<file path="src/rtl/ysyx_23060208_rd_arbiter_pkg.sv">
// Shared definitions for the IFU/LSU read arbiter: FSM state encodings,
// master IDs and the response width.
package ysyx_23060208_rd_arbiter_pkg;

    localparam int ARB_RESP_WIDTH = 2;

    localparam logic MST_IFU = 1'b0;
    localparam logic MST_LSU = 1'b1;

    typedef enum logic [2:0] {
        ST_IDLE   = 3'd0,
        ST_AR_IFU = 3'd1,
        ST_AR_LSU = 3'd2,
        ST_R_IFU  = 3'd3,
        ST_R_LSU  = 3'd4
    } arb_state_e;

    // Address-phase state that serves the given master.
    function automatic arb_state_e ar_state_of(input logic id);
        return id ? ST_AR_LSU : ST_AR_IFU;
    endfunction

endpackage

</file>
<file path="src/rtl/ysyx_23060208_rd_arbiter_pick.sv">
// Two-way grant selector. req[0] = IFU, req[1] = LSU.
// ARB_ROUND_ROBIN_EN: ties go to the master that was not served last.
// Otherwise fixed priority, LSU wins ties.
module ysyx_23060208_arb_pick
    import ysyx_23060208_rd_arbiter_pkg::*;
(
`ifdef ARB_ROUND_ROBIN_EN
    input  logic       last,
`endif
    input  logic [1:0] req,
    output logic       grant_id,
    output logic       any
);

    // Pick a winner among the current requesters.
    always_comb begin
        any = |req;
`ifdef ARB_ROUND_ROBIN_EN
        if (&req) grant_id = ~last;
        else      grant_id = req[1] ? MST_LSU : MST_IFU;
`else
        grant_id = req[1] ? MST_LSU : MST_IFU;
`endif
    end

endmodule

</file>
<file path="src/rtl/ysyx_23060208_rd_arbiter.sv">
// Read arbiter sharing one memory read port between IFU and LSU.
// One complete AR+R transaction at a time; handshakes pass through
// combinationally, only the owner state is registered.
// ARB_ROUND_ROBIN_EN: alternate ties using the last-served master;
// undefined: LSU always wins ties.
//
// state     | meaning
// ----------|---------------------------------------------
// IDLE      | no owner, all valid/ready outputs low
// AR_IFU    | IFU owns the port, address phase
// AR_LSU    | LSU owns the port, address phase
// R_IFU     | IFU owns the port, waiting for read data
// R_LSU     | LSU owns the port, waiting for read data
module ysyx_23060208_rd_arbiter
    import ysyx_23060208_rd_arbiter_pkg::*;
#(
    parameter int DATA_WIDTH = 32,
    parameter int RESP_WIDTH = ARB_RESP_WIDTH
) (
    input  logic                  clk,
    input  logic                  rst,
    input  logic [DATA_WIDTH-1:0] ifu_araddr,
    input  logic                  ifu_arvalid,
    output logic                  ifu_arready,
    output logic [DATA_WIDTH-1:0] ifu_rdata,
    output logic [RESP_WIDTH-1:0] ifu_rresp,
    output logic                  ifu_rvalid,
    input  logic                  ifu_rready,
    input  logic [DATA_WIDTH-1:0] lsu_araddr,
    input  logic                  lsu_arvalid,
    output logic                  lsu_arready,
    output logic [DATA_WIDTH-1:0] lsu_rdata,
    output logic [RESP_WIDTH-1:0] lsu_rresp,
    output logic                  lsu_rvalid,
    input  logic                  lsu_rready,
    output logic [DATA_WIDTH-1:0] mem_araddr,
    output logic                  mem_arvalid,
    input  logic                  mem_arready,
    input  logic [DATA_WIDTH-1:0] mem_rdata,
    input  logic [RESP_WIDTH-1:0] mem_rresp,
    input  logic                  mem_rvalid,
    output logic                  mem_rready
);

    arb_state_e state_q, state_d;
    logic       pick_id;
    logic       pick_any;

`ifdef ARB_ROUND_ROBIN_EN
    logic last_q, last_d;
`endif

    ysyx_23060208_arb_pick u_pick (
`ifdef ARB_ROUND_ROBIN_EN
        .last     (last_q),
`endif
        .req      ({lsu_arvalid, ifu_arvalid}),
        .grant_id (pick_id),
        .any      (pick_any)
    );

    // State register; last-served starts at LSU so IFU wins the first tie.
    always_ff @(posedge clk) begin
        if (rst) begin
            state_q <= ST_IDLE;
`ifdef ARB_ROUND_ROBIN_EN
            last_q  <= MST_LSU;
`endif
        end else begin
            state_q <= state_d;
`ifdef ARB_ROUND_ROBIN_EN
            last_q  <= last_d;
`endif
        end
    end

    // Next state: grant in IDLE, advance on AR and R handshakes.
    always_comb begin
        state_d = state_q;
`ifdef ARB_ROUND_ROBIN_EN
        last_d  = last_q;
`endif
        case (state_q)
            ST_IDLE: begin
                if (pick_any) state_d = ar_state_of(pick_id);
            end
            ST_AR_IFU: begin
                if (ifu_arvalid && mem_arready) begin
                    state_d = ST_R_IFU;
`ifdef ARB_ROUND_ROBIN_EN
                    last_d  = MST_IFU;
`endif
                end
            end
            ST_AR_LSU: begin
                if (lsu_arvalid && mem_arready) begin
                    state_d = ST_R_LSU;
`ifdef ARB_ROUND_ROBIN_EN
                    last_d  = MST_LSU;
`endif
                end
            end
            ST_R_IFU: begin
                if (mem_rvalid && ifu_rready) state_d = ST_IDLE;
            end
            ST_R_LSU: begin
                if (mem_rvalid && lsu_rready) state_d = ST_IDLE;
            end
            default: state_d = ST_IDLE;
        endcase
    end

    // Output routing: only the owner sees handshakes; data/resp are unqualified.
    always_comb begin
        mem_araddr  = '0;
        mem_arvalid = 1'b0;
        mem_rready  = 1'b0;
        ifu_arready = 1'b0;
        lsu_arready = 1'b0;
        ifu_rvalid  = 1'b0;
        lsu_rvalid  = 1'b0;
        ifu_rdata   = mem_rdata;
        lsu_rdata   = mem_rdata;
        ifu_rresp   = mem_rresp;
        lsu_rresp   = mem_rresp;
        case (state_q)
            ST_AR_IFU: begin
                mem_araddr  = ifu_araddr;
                mem_arvalid = ifu_arvalid;
                ifu_arready = mem_arready;
            end
            ST_AR_LSU: begin
                mem_araddr  = lsu_araddr;
                mem_arvalid = lsu_arvalid;
                lsu_arready = mem_arready;
            end
            ST_R_IFU: begin
                ifu_rvalid = mem_rvalid;
                mem_rready = ifu_rready;
            end
            ST_R_LSU: begin
                lsu_rvalid = mem_rvalid;
                mem_rready = lsu_rready;
            end
            default: ;
        endcase
    end

endmodule

</file>
<file path="config.mk">
export PLATFORM = sky130hd
export DESIGN_NAME = ysyx_23060208_rd_arbiter
export DESIGN_NICKNAME = d
export VERILOG_FILES = /design/src/rtl/ysyx_23060208_rd_arbiter_pkg.sv /design/src/rtl/ysyx_23060208_rd_arbiter_pick.sv /design/src/rtl/ysyx_23060208_rd_arbiter.sv
export SDC_FILE = /design/constraint.sdc
export NUM_CORES = 1
export LEC_CHECK = 0
export BUFFER_PORTS_ARGS = -buffer_cell sky130_fd_sc_hd__buf_2
export CAP_MARGIN = 20
export CORE_AREA = 2 2 81 83
export CTS_CLUSTER_SIZE = 30
export DETAILED_ROUTE_END_ITERATION = 7
export DIE_AREA = 0 0 83 85
export SLEW_MARGIN = 20
export SYNTH_ARGS = -nofsm -noshare
export SYNTH_HDL_FRONTEND = slang
export SYNTH_HIERARCHICAL = 1
export SYNTH_SLANG_ARGS = --single-unit
export TNS_END_PERCENT = 5
</file>
<file path="constraint.sdc">
create_clock -name clk -period 1.5 [get_ports clk]
set_clock_uncertainty 0.15 [all_clocks]
set_input_delay 0.075 -clock clk [delete_from_list [all_inputs] [get_ports clk]]
set_output_delay 0.075 -clock clk [all_outputs]
set_load 0.005 [all_outputs]
</file>
==> out/metrics.yaml <==
final_layout:
  largest_reg_flops: 3
  fin_nets: 297
  reg_top3: "state_q x3"
  seqCellArea_um2: 66.3
  final_cell_count_no_fill: 267
  regMostFlops: "state_q"
  layout-drive-gt1-share_pct: 70.0
  multi_input_area_um2: 479
  antenna_cells: 0
  fillCellCount: 699
  area_growth_pct: 31.5
synth:
  yosys_warnings: 6
  avgSynthCellArea_um2: 7.82
  synth_edf_count: 0
  yosysSeqAreaShare_pct: 5.49
  ys_types: 21
  synth_area_um2: 1090
  yosys_most_used_dff: "dfxtp_1"
  syn_nets: 246
  ys_async_sr_fraction_pct: 0
  synthCells: 140
  synth_seq_cells: 3
setup_path:
  crit_required_ns: 1.27
  critical_path_class: "flop to output port"
  startpoint_type: "flop"
  cp_cell_sequence: "nor2_2, and2_4, buf_16, a22o_1, buf_2"
  crit_fanout: 16
  path_buf_inv: 2
  cp-end-kind: "output port"
  path_delay_family: "flip-flops"
  cpPeakStageDelay_ns: 0.36
  crit_slowest_cell: "dfxtp_4"
  arrival_ns: 1.32
global_route:
  antenna_found_initial: 0
  grt_pass1_wl_mm: 5.73
  grt_pass1_vias: 1107
  overflow: 0
  grt_max_degree: 17
  grtUsageTotal_pct: 10.1
power_and_ir_drop:
  power_leakage_nw: 0.831
  peakVddDrop_v: 0.000602
  p_per_area_nw_per_um2: 1720
route:
  dr.pass1.iters: 4
  route.detailed.drc: 0
  drtAntennaViolNets: 0
  drt_iter0_drc: 36
  vias: 1102
  wirelength_mm: 3.61
  routed_via_density: 4.13
  wire_per_inst_um: 13.5
sta:
  hold_viol_final: 0
  rsz0062_at_grt: "true"
  fmax_ghz: 0.648
  maxSlewHeadroom_pct: 77.9
  finalCritPeriodShare_pct: 103
  setup_viol: 35
  finalMaxSlewViolations: 0
  worstMarginPinSlew_ns: 0.332
  min_period_ns: 1.54
  setup-tns-final_ns: -0.953
  fin_ws_ns: -0.0438
clock_tree:
  clk_pin_slew_worst_paths_ns: 0.03
  htreeDepth: 1
  cts_tree: "done"
  cts_max_path_buffers: 2
  clock_latency_ns: 0.21
  clkSinkCount: 3
  cts-root-buf: "clkbuf_8"
  numCtsBuffers: 3
floorplan:
  ios: 212
  core_area_um2: 6200
  dieWidth_um: 83
  num_rows: 29
  initial_utilization_pct: 17.6
  die-area_um2: 7060
  fp.dieH_um: 85
placement:
  gp_congestion: 0.777
  portBuffers: 109
  dp_hpwl_mm: 2.77
  place_inst: 256
run:
  drv_cap: 0
run_status:
  violations: "negative setup slack"
  outcome: "complete, but fails checks"
hold_path:
  hold_class: "input port to output port"
-- logic make-up (layout without fill, tap and decap cells) --
kind of cell	Yosys count	count (layout)	synth area share, %
buffers and inverters	79	129	51.7
AOI/OAI and AO/OA	41	41	33.0
and+or+nand+nor	17	17	9.83
DFF	3	3	5.49
-- area by class of cell --
type / instances / area share (%)
clock buffers: 4 / 3.13
inverters: 2 / 0.521
multi-input cells: 58 / 33.3
flip-flops and latches: 3 / 4.60
well taps: 77 / 6.69
repair buffers: 123 / 51.8
-- cells in the mapped netlist (2+ instances only) --
| library cell | n | area, um2 |
|---|---|---|
| buf_4 | 69 | 518 |
| a22o_1 | 34 | 298 |
| nand2_1 | 4 | 15.0 |
| nand3_1 | 2 | 10.0 |
| dfxtp_1 | 3 | 60.1 |
| inv_1 | 2 | 7.51 |
| a21oi_1 | 2 | 10.0 |
| buf_2 | 8 | 40.0 |
| and2_1 | 4 | 25.0 |
-- power breakdown --
group	internal, W	leakage [nW]	total (W)	switching (W)
logic	0.00121	0.782	0.00207	0.000857
registers	0.000126	0.0261	0.000178	0.0000526
clock network	0.000181	0.0228	0.000232	0.0000508
-- cells in the final DEF (no fill, tap or decap) --
cell and n:
clkbuf_1 1, and3_1 1, nand3_1 2, a21oi_1 2
nor3b_4 1, buf_16 3, dfxtp_4 1, nor2_2 1
a22o_1 34, o2111ai_1 1, dlygate4sd3_1 1, a31oi_1 1
a311oi_1 1, buf_2 109, buf_6 2, nand2b_1 1
a32oi_1 1, inv_1 2, or2_1 1, buf_12 2
dfxtp_2 2, buf_4 6, and3b_1 1, nand2_1 4
a22oi_4 1, nor3b_2 1, clkbuf_8 3, and2_4 1
and2_1 3
-- worst paths after layout --
check / end / cells past startpoint / slack, ns / startpoint
setup / recovery: mem_araddr[14] / 5 / -0.04 / state_q[2]
hold / removal: ifu_rdata[4] / 0 / 0.000003 / mem_rdata[4]
setup reg to reg: state_q[0] / 6 / 0 / state_q[1]
hold reg to reg: state_q[2] / 3 / 0.44 / state_q[1]
-- per-layer routing --
metal	share of wire (%)	vias to the layer above	GRT usage [%]	routed length, um
met5	0	-	0	0
met4	1.1	0	3.87	40
met3	13	8	4.38	451
met2	55	83	19.4	1970
met1	32	479	9.28	1150
li1	-	532	-	-
-- per-stage QoR --
| step | power (W) | hold WS, ns | setup WS (ns) | cell area, um2 | utilization (%) |
|---|---|---|---|---|---|
| floorplan | 0.00124 | -0.00593 | 0.102 | 1090 | - |
| global placement | 0.00185 | 0.0000522 | 0.0274 | 1260 | 20.2 |
| detailed placement | 0.00186 | 0.0000522 | -0.0488 | 1260 | 20.2 |
| CTS | 0.00252 | 0.0000522 | -0.0555 | 1440 | 23.2 |
| global route | 0.00268 | 0.0000117 | -0.124 | 1440 | 23.2 |
| finish | 0.00248 | 0.00000289 | -0.0438 | 1440 | 23.2 |
-- timing repair --
item	4_1_cts	5_1_grt
endpoints found under the setup margin	38	38
gates resized for setup	12	0
pin swaps	15	2
setup buffers	3	0
hold buffers	1	0
endpoints found under the hold margin	3	0
cloned	3	0
Power figures use the tool's default switching activity.
